**src/rtl/writeback_if.sv**
```systemverilog
// writeback_if: result-path handshake between execution/load stages and the write-back block.
// Forwarding signals exist only when WRITEBACK_FWD_EN is defined.
interface writeback_if;
   logic        ex_valid_i;
   logic [3:0]  ex_r_i;
   logic [31:0] ex_data_i;
   logic        ld_valid_i;
   logic [3:0]  ld_r_i;
   logic [31:0] ld_data_i;
   logic        wb_o;
   logic [3:0]  wb_r_o;
   logic [31:0] wb_data_o;
   logic        stall_o;
   logic        overflow_o;
`ifdef WRITEBACK_FWD_EN
   logic [3:0]  fwd_r_i;
   logic        fwd_hit_o;
   logic [31:0] fwd_data_o;
   modport master (output ex_valid_i, ex_r_i, ex_data_i, ld_valid_i, ld_r_i, ld_data_i, fwd_r_i,
                   input wb_o, wb_r_o, wb_data_o, stall_o, overflow_o, fwd_hit_o, fwd_data_o);
   modport slave (input ex_valid_i, ex_r_i, ex_data_i, ld_valid_i, ld_r_i, ld_data_i, fwd_r_i,
                  output wb_o, wb_r_o, wb_data_o, stall_o, overflow_o, fwd_hit_o, fwd_data_o);
`else
   modport master (output ex_valid_i, ex_r_i, ex_data_i, ld_valid_i, ld_r_i, ld_data_i,
                   input wb_o, wb_r_o, wb_data_o, stall_o, overflow_o);
   modport slave (input ex_valid_i, ex_r_i, ex_data_i, ld_valid_i, ld_r_i, ld_data_i,
                  output wb_o, wb_r_o, wb_data_o, stall_o, overflow_o);
`endif
endinterface

```
**src/rtl/writeback.sv**
```systemverilog
// writeback: merges load and execution results into one register-file write port,
// deferring execution results in a FIFO; WRITEBACK_FWD_EN adds a forwarding lookup.
module writeback #(
   parameter int DEPTH = 4
) (
   input logic       clk,
   input logic       rst,
   writeback_if.slave bus
);
   localparam int AW = $clog2(DEPTH);
   logic [3:0]    mem_r [DEPTH];
   logic [31:0]   mem_d [DEPTH];
   logic [AW-1:0] rd_ptr, wr_ptr;
   logic [AW:0]   cnt;
   logic          empty, full, pop, push, wr_en, sel;
   logic [3:0]    sel_r;
   logic [31:0]   sel_d;
   always_comb begin
      empty = cnt == '0;
      full  = cnt == (AW+1)'(DEPTH);
      pop   = !bus.ld_valid_i && !empty;
      push  = bus.ex_valid_i && (bus.ld_valid_i || !empty);
      wr_en = push && (!full || pop);
      sel   = bus.ld_valid_i || !empty || bus.ex_valid_i;
      sel_r = bus.ld_valid_i ? bus.ld_r_i : !empty ? mem_r[rd_ptr] : bus.ex_r_i;
      sel_d = bus.ld_valid_i ? bus.ld_data_i : !empty ? mem_d[rd_ptr] : bus.ex_data_i;
   end
   assign bus.stall_o = cnt >= (AW+1)'(DEPTH - 1);
   always_ff @(posedge clk) begin
      if (rst) begin
         bus.wb_o       <= 1'b0;
         bus.wb_r_o     <= '0;
         bus.wb_data_o  <= '0;
         bus.overflow_o <= 1'b0;
         rd_ptr         <= '0;
         wr_ptr         <= '0;
         cnt            <= '0;
      end else begin
         bus.wb_o <= sel;
         if (sel) begin
            bus.wb_r_o    <= sel_r;
            bus.wb_data_o <= sel_d;
         end
         if (wr_en) wr_ptr <= wr_ptr + 1'b1;
         if (pop) rd_ptr <= rd_ptr + 1'b1;
         cnt <= cnt + (AW+1)'(wr_en) - (AW+1)'(pop);
         if (push && !wr_en) bus.overflow_o <= 1'b1;
      end
   end
   // storage needs no reset: occupancy alone defines which entries are live
   always_ff @(posedge clk) begin
      if (!rst && wr_en) begin
         mem_r[wr_ptr] <= bus.ex_r_i;
         mem_d[wr_ptr] <= bus.ex_data_i;
      end
   end
`ifdef WRITEBACK_FWD_EN
   // scan oldest to youngest so the youngest FIFO match wins over the output register
   always_comb begin
      logic [AW-1:0] idx;
      idx = '0;
      bus.fwd_hit_o  = bus.wb_o && bus.wb_r_o == bus.fwd_r_i;
      bus.fwd_data_o = (bus.wb_o && bus.wb_r_o == bus.fwd_r_i) ? bus.wb_data_o : '0;
      for (int i = 0; i < DEPTH; i++) begin
         idx = rd_ptr + AW'(i);
         if ((AW+1)'(i) < cnt && mem_r[idx] == bus.fwd_r_i) begin
            bus.fwd_hit_o  = 1'b1;
            bus.fwd_data_o = mem_d[idx];
         end
      end
   end
`endif
endmodule

```
**src/flat_wrapper.sv**
```systemverilog
// flat-port wrapper written by rule: the top's interface ports become plain ports
module writeback_flat 
#(
   parameter int DEPTH = 4
)
  (clk, rst, bus_ex_valid_i, bus_ex_r_i, bus_ex_data_i, bus_ld_valid_i, bus_ld_r_i, bus_ld_data_i, bus_wb_o, bus_wb_r_o, bus_wb_data_o, bus_stall_o, bus_overflow_o);
  writeback_if bus_i ();
  input logic clk;
  input logic rst;
  input wire logic [$bits(bus_i.ex_valid_i)-1:0] bus_ex_valid_i;
  input wire logic [$bits(bus_i.ex_r_i)-1:0] bus_ex_r_i;
  input wire logic [$bits(bus_i.ex_data_i)-1:0] bus_ex_data_i;
  input wire logic [$bits(bus_i.ld_valid_i)-1:0] bus_ld_valid_i;
  input wire logic [$bits(bus_i.ld_r_i)-1:0] bus_ld_r_i;
  input wire logic [$bits(bus_i.ld_data_i)-1:0] bus_ld_data_i;
  output wire logic [$bits(bus_i.wb_o)-1:0] bus_wb_o;
  output wire logic [$bits(bus_i.wb_r_o)-1:0] bus_wb_r_o;
  output wire logic [$bits(bus_i.wb_data_o)-1:0] bus_wb_data_o;
  output wire logic [$bits(bus_i.stall_o)-1:0] bus_stall_o;
  output wire logic [$bits(bus_i.overflow_o)-1:0] bus_overflow_o;
  assign bus_i.ex_valid_i = bus_ex_valid_i;
  assign bus_i.ex_r_i = bus_ex_r_i;
  assign bus_i.ex_data_i = bus_ex_data_i;
  assign bus_i.ld_valid_i = bus_ld_valid_i;
  assign bus_i.ld_r_i = bus_ld_r_i;
  assign bus_i.ld_data_i = bus_ld_data_i;
  assign bus_wb_o = bus_i.wb_o;
  assign bus_wb_r_o = bus_i.wb_r_o;
  assign bus_wb_data_o = bus_i.wb_data_o;
  assign bus_stall_o = bus_i.stall_o;
  assign bus_overflow_o = bus_i.overflow_o;
  writeback #(.DEPTH(DEPTH)) u_core (.clk(clk), .rst(rst), .bus(bus_i));
endmodule
```
**config.mk**
```make
export PLATFORM = sky130hd
export DESIGN_NAME = writeback_flat
export DESIGN_NICKNAME = d
export VERILOG_FILES = /design/src/rtl/writeback_if.sv /design/src/rtl/writeback.sv /design/src/flat_wrapper.sv
export SDC_FILE = /design/constraint.sdc
export NUM_CORES = 1
export LEC_CHECK = 0
export CAP_MARGIN = 20
export CORE_ASPECT_RATIO = 0.6
export CORE_MARGIN = 2
export CORE_UTILIZATION = 55
export DETAILED_ROUTE_END_ITERATION = 6
export PLACE_DENSITY = 0.8
export SYNTH_ARGS = -nofsm -noshare
export SYNTH_HDL_FRONTEND = slang
export SYNTH_SLANG_ARGS = --single-unit
```
**constraint.sdc**
```tcl
create_clock -name clk -period 5.4 [get_ports clk]
set_input_delay 0.54 -clock clk [delete_from_list [all_inputs] [get_ports clk]]
set_output_delay 0.54 -clock clk [all_outputs]
set_load 0.05 [all_outputs]
```
# After elaboration in Yosys (flattened, before gate mapping)
# Memory sizes are Yosys's and may differ from the RTL's. A register that Yosys moved wholly into a read port is not among the register bits.
# Cells that the tools add are included.
# word_totals
word_cells,39
mem_bits_rw,144
in_bits,76
n_memories,2
reg_bits,45
# classes
add_sub_neg,4
mux,10
reduce_logical,14
order_cmp,1
n_eq_ne,1
# memory_table
name,depth,word_bits,read_ports,rd_clocked_by_memory_dff,wr,line,text
u_core.mem_d,4,32,1,1,1,writeback.sv:12,logic [31:0] mem_d [DEPTH];
u_core.mem_r,4,4,1,1,1,writeback.sv:11,logic [3:0] mem_r [DEPTH];
# ops
cell,n
32-bit two-way mux,2
2-bit two-way mux,4
4-bit two-way mux,2
1-bit logical AND,5
1-bit zero test,5
2-bit by 1-bit adder with 2-bit output (second input constant),2
3-bit by 1-bit adder with 3-bit output,1
3-bit == test (second input constant),1
3-bit by 2-bit >= comparator with 1-bit output (second input constant),1
3-bit zero test,1
1-bit logical OR,3
3-bit by 1-bit subtractor with 3-bit output,1
1-bit two-way mux,2

# Depth between registers and ports, before layout
# logic_depth
ltp_word,8
ltp_mapped,11
ltp_nobuf,9

# Worst setup path before layout
# Ideal clock, no wire load.
# synth_path
path_type,input to register
from,input port rst
to,memory u_core.mem_d[1][0] (enable)
setup_ps,482
setup_slack_ps,1213
required_time_ps,4918
arrival_time_ps,3705
n_path_buf,2
cell_stages,3
cell_sequence,clkbuf_1 > clkbuf_1 > nor3b_1
# synth_via
elab_chain_len,4
# synth_rtl
element,line,text
start: declaration,flat_wrapper.sv:9,input logic rst;
1-bit zero test,writeback.sv:52,if (!rst && wr_en) begin
1-bit logical AND,writeback.sv:52,
1-bit two-way mux,writeback.sv:52,
1-bit two-way mux (not written as such),writeback.sv:54,mem_d[wr_ptr] <= bus.ex_data_i;
end: declaration,writeback.sv:12,
# Every way passes these cells.

# Final worst setup path
# layout_path
from,register u_core.cnt[1]
to,output port bus_stall_o
# layout_via
elab_chain_len,1
# layout_rtl
element,line,text
start: declaration,writeback.sv:14,logic [AW:0] cnt;
start signal: assignment,writeback.sv:46,cnt <= cnt + (AW+1)'(wr_en) - (AW+1)'(pop);
3-bit by 2-bit >= comparator with 1-bit output,writeback.sv:28,assign bus.stall_o = cnt >= (AW+1)'(DEPTH - 1);
end: declaration,flat_wrapper.sv:19,output wire logic [$bits(bus_i.stall_o)-1:0] bus_stall_o;
# Every way passes these cells.

==> out/results.ini <==
[clock_tree]
clock_latency_ns=0.43
cts_sinks=191
post_cts_buffers=0
clock_path_buffers=2
numCtsBuffers=17
cts_tree=yes
clkTransAtPathRegs_ns=0.07
cts_max_level=4
clockRootBuffer=clkbuf_16
ctsResizeCount=0
hold_buffers=0

[finish]
seqCellArea_um2=5268
nets=684
postLayoutCoreUtil_pct=69.21
postLayoutCellArea_um2=10130
multiInputGateArea_um2=2840
final_cell_mix=edfxtp_1 (144), clkdlybuf4s50_1 (111), dfxtp_1 (45)
antenna_cells=0
fill_cells=960
layoutNonFillerInstCount=811
layout_commonest_cell=edfxtp_1
drive_gt1_share_pct=28.71
area_delta_synth_final_pct=21.51

[timing]
slew_violations=0
clock_skew_ns=0.009575
max_freq_ghz=0.3719
finalHoldViolations=0
fin_ws_ns=2.711
min_period_ns=2.689
setup_tns_ns=0
fin_crit_sh_pct=49.80
finalSetupViolCount=0
tightest_slew_ns=0.9894
maxSlewHeadroom_pct=34.04
hold_ws_ns=0.5009
rsz0062_at_grt=false

[place]
dp.cells=779
io_buffers=114
dp_hpwl_um=10200
dp_slack_ns=2.662
gp_congestion=0.7186
place_area_um2=9584

[drt]
wl_per_cell_um=21.26
dr.pass1.iters=5
first_iter_violations=494
wirelength_um=17240
routed_via_density=6.125
antenna_left=0
vias=4967
drc_errors=0

[worst_setup_path]
cpMaxStageDelayCell=clkdlybuf4s50_1
crit_path_cell_trace=ha_1, o21ai_0, nand2_1, clkdlybuf4s50_1
cp_max_fo=8
reg2reg_slack_ns=3.05
crit_required_ns=4.86
cpPeakStageDelay_ns=0.81
crit_type=reg2out
endpoint_kind=output pin
cp-start-kind=register
crit_arrival_ns=2.15

[power_and_ir_drop]
irDropWorstVdd_v=0.0002842
p_total_mw=4.292
p_leak_nw=3.165
p_per_area_nw_per_um2=423.8

[floorplanning]
die_w_um=162.9
fp.dieH_um=99.36
fp.coreArea_um2=14630
rows=34
initial_core_util_pct=56.96
die_area_um2=16190
io_pins=115

[grt]
grtUsageTotal_pct=22.71
antenna_found_initial=0
grt_pass1_wl_um=27570
grt_max_degree=76
first_global_vias=4996
grt_overflow_total=0

[flow_run]
cap_violations=0

[yosys]
ys_async_sr_fraction_pct=0
avgSynthCellArea_um2=16.57
ys_warn_count=0
seq_area_frac_synth_pct=63.16
synthesis.nets=587
synth_edf_count=144
syn_area_um2=8335
yosys_register_bits=191
syn_inst=503
ys.flop_type=edfxtp_1
synth_cell_types=34

[status]
status=completed

[worst_hold_path]
hold_path.class=reg2reg

-- kinds of logic (layout without fill, tap and decap cells) --
group / after synthesis / in the layout / share of synthesized area (%)
buffers and inverters: 53 / 163 / 3.152
AND/OR/NAND/NOR: 130 / 130 / 11.41
AO/OA/AOI/OAI: 81 / 81 / 10.79
adder cells (fa/ha/maj): 8 / 8 / 1.291
multiplexers: 38 / 38 / 9.982
flip-flops: 191 / 191 / 63.16
XOR/XNOR: 2 / 2 / 0.2102
-- power breakdown --
part / leakage, nW / internal (mW) / switching [mW]
sequential: 1.69 / 1.74 / 0.107
clock: 0.251 / 0.644 / 0.520
combinational: 1.22 / 0.489 / 0.794
-- cell usage after synthesis, types with 2 or more instances --
library cell	number	area (um2)
nor4_1	6	37.54
clkbuf_1	18	67.56
a21oi_1	4	20.02
or3_1	2	12.51
buf_6	4	45.04
buf_1	2	7.510
buf_2	18	90.09
xor2_1	2	17.52
nor3b_1	4	30.03
inv_1	7	26.28
o31ai_2	31	387.9
dfxtp_1	47	940.9
nand2b_1	38	237.7
o21ai_0	2	10.01
a22oi_1	6	45.04
mux4_2	36	810.8
buf_4	3	22.52
nand3_1	36	180.2
ha_1	7	87.58
a22oi_2	30	375.4
nor4_2	30	375.4
edfxtp_1	144	4324
o31ai_1	7	52.55
nor2_1	9	33.78
-- flip-flops by register name (all words and copies together) (netlist names), named ones only --
register               cells
u_core.bus.wb_r_o          4
u_core.mem_r              16
u_core.bus.overflow_o      1
u_core.bus.wb_data_o      32
u_core.cnt                 3
u_core.wr_ptr              2
u_core.mem_d             128
u_core.rd_ptr              2
u_core.bus.wb_o            1
-- per-layer routing --
metal,routed length [um],vias up,part of all wire (%),track usage (%)
met2,7873,205,46,34.09
met3,1202,19,7.0,5.630
met4,199,0,1.2,6.807
li1,-,2213,-,-
met1,7965,2530,46,33.28
met5,0,-,0,0
-- cell type report --
| type | count | share of cell area [%] |
|---|---|---|
| clock buffers | 21 | 4.447 |
| well taps | 198 | 2.446 |
| multi-input cells | 259 | 28.04 |
| flip-flops and latches | 191 | 52.01 |
| clock inverters | 11 | 0.9265 |
| inverters | 8 | 0.2965 |
| repair buffers | 123 | 11.83 |
-- worst max-delay path, delay by kind of cell, from the launching register on --
family          cells  cell delay, ns
buf+inv             1            0.81
flops               1            0.54
fa+ha+maj           1            0.20
simple gates        1            0.10
compound gates      1            0.07
-- path summary, 6_finish.rpt --
check | startpoint | end | cells after the start
max | u_core.cnt[1] | bus_stall_o | 4
min | u_core.bus.overflow_o | u_core.bus.overflow_o | 2
max reg2reg | u_core.cnt[2] | u_core.cnt[2] | 9
min reg2reg | u_core.bus.overflow_o | u_core.bus.overflow_o | 2
Power figures use the tool's default switching activity.
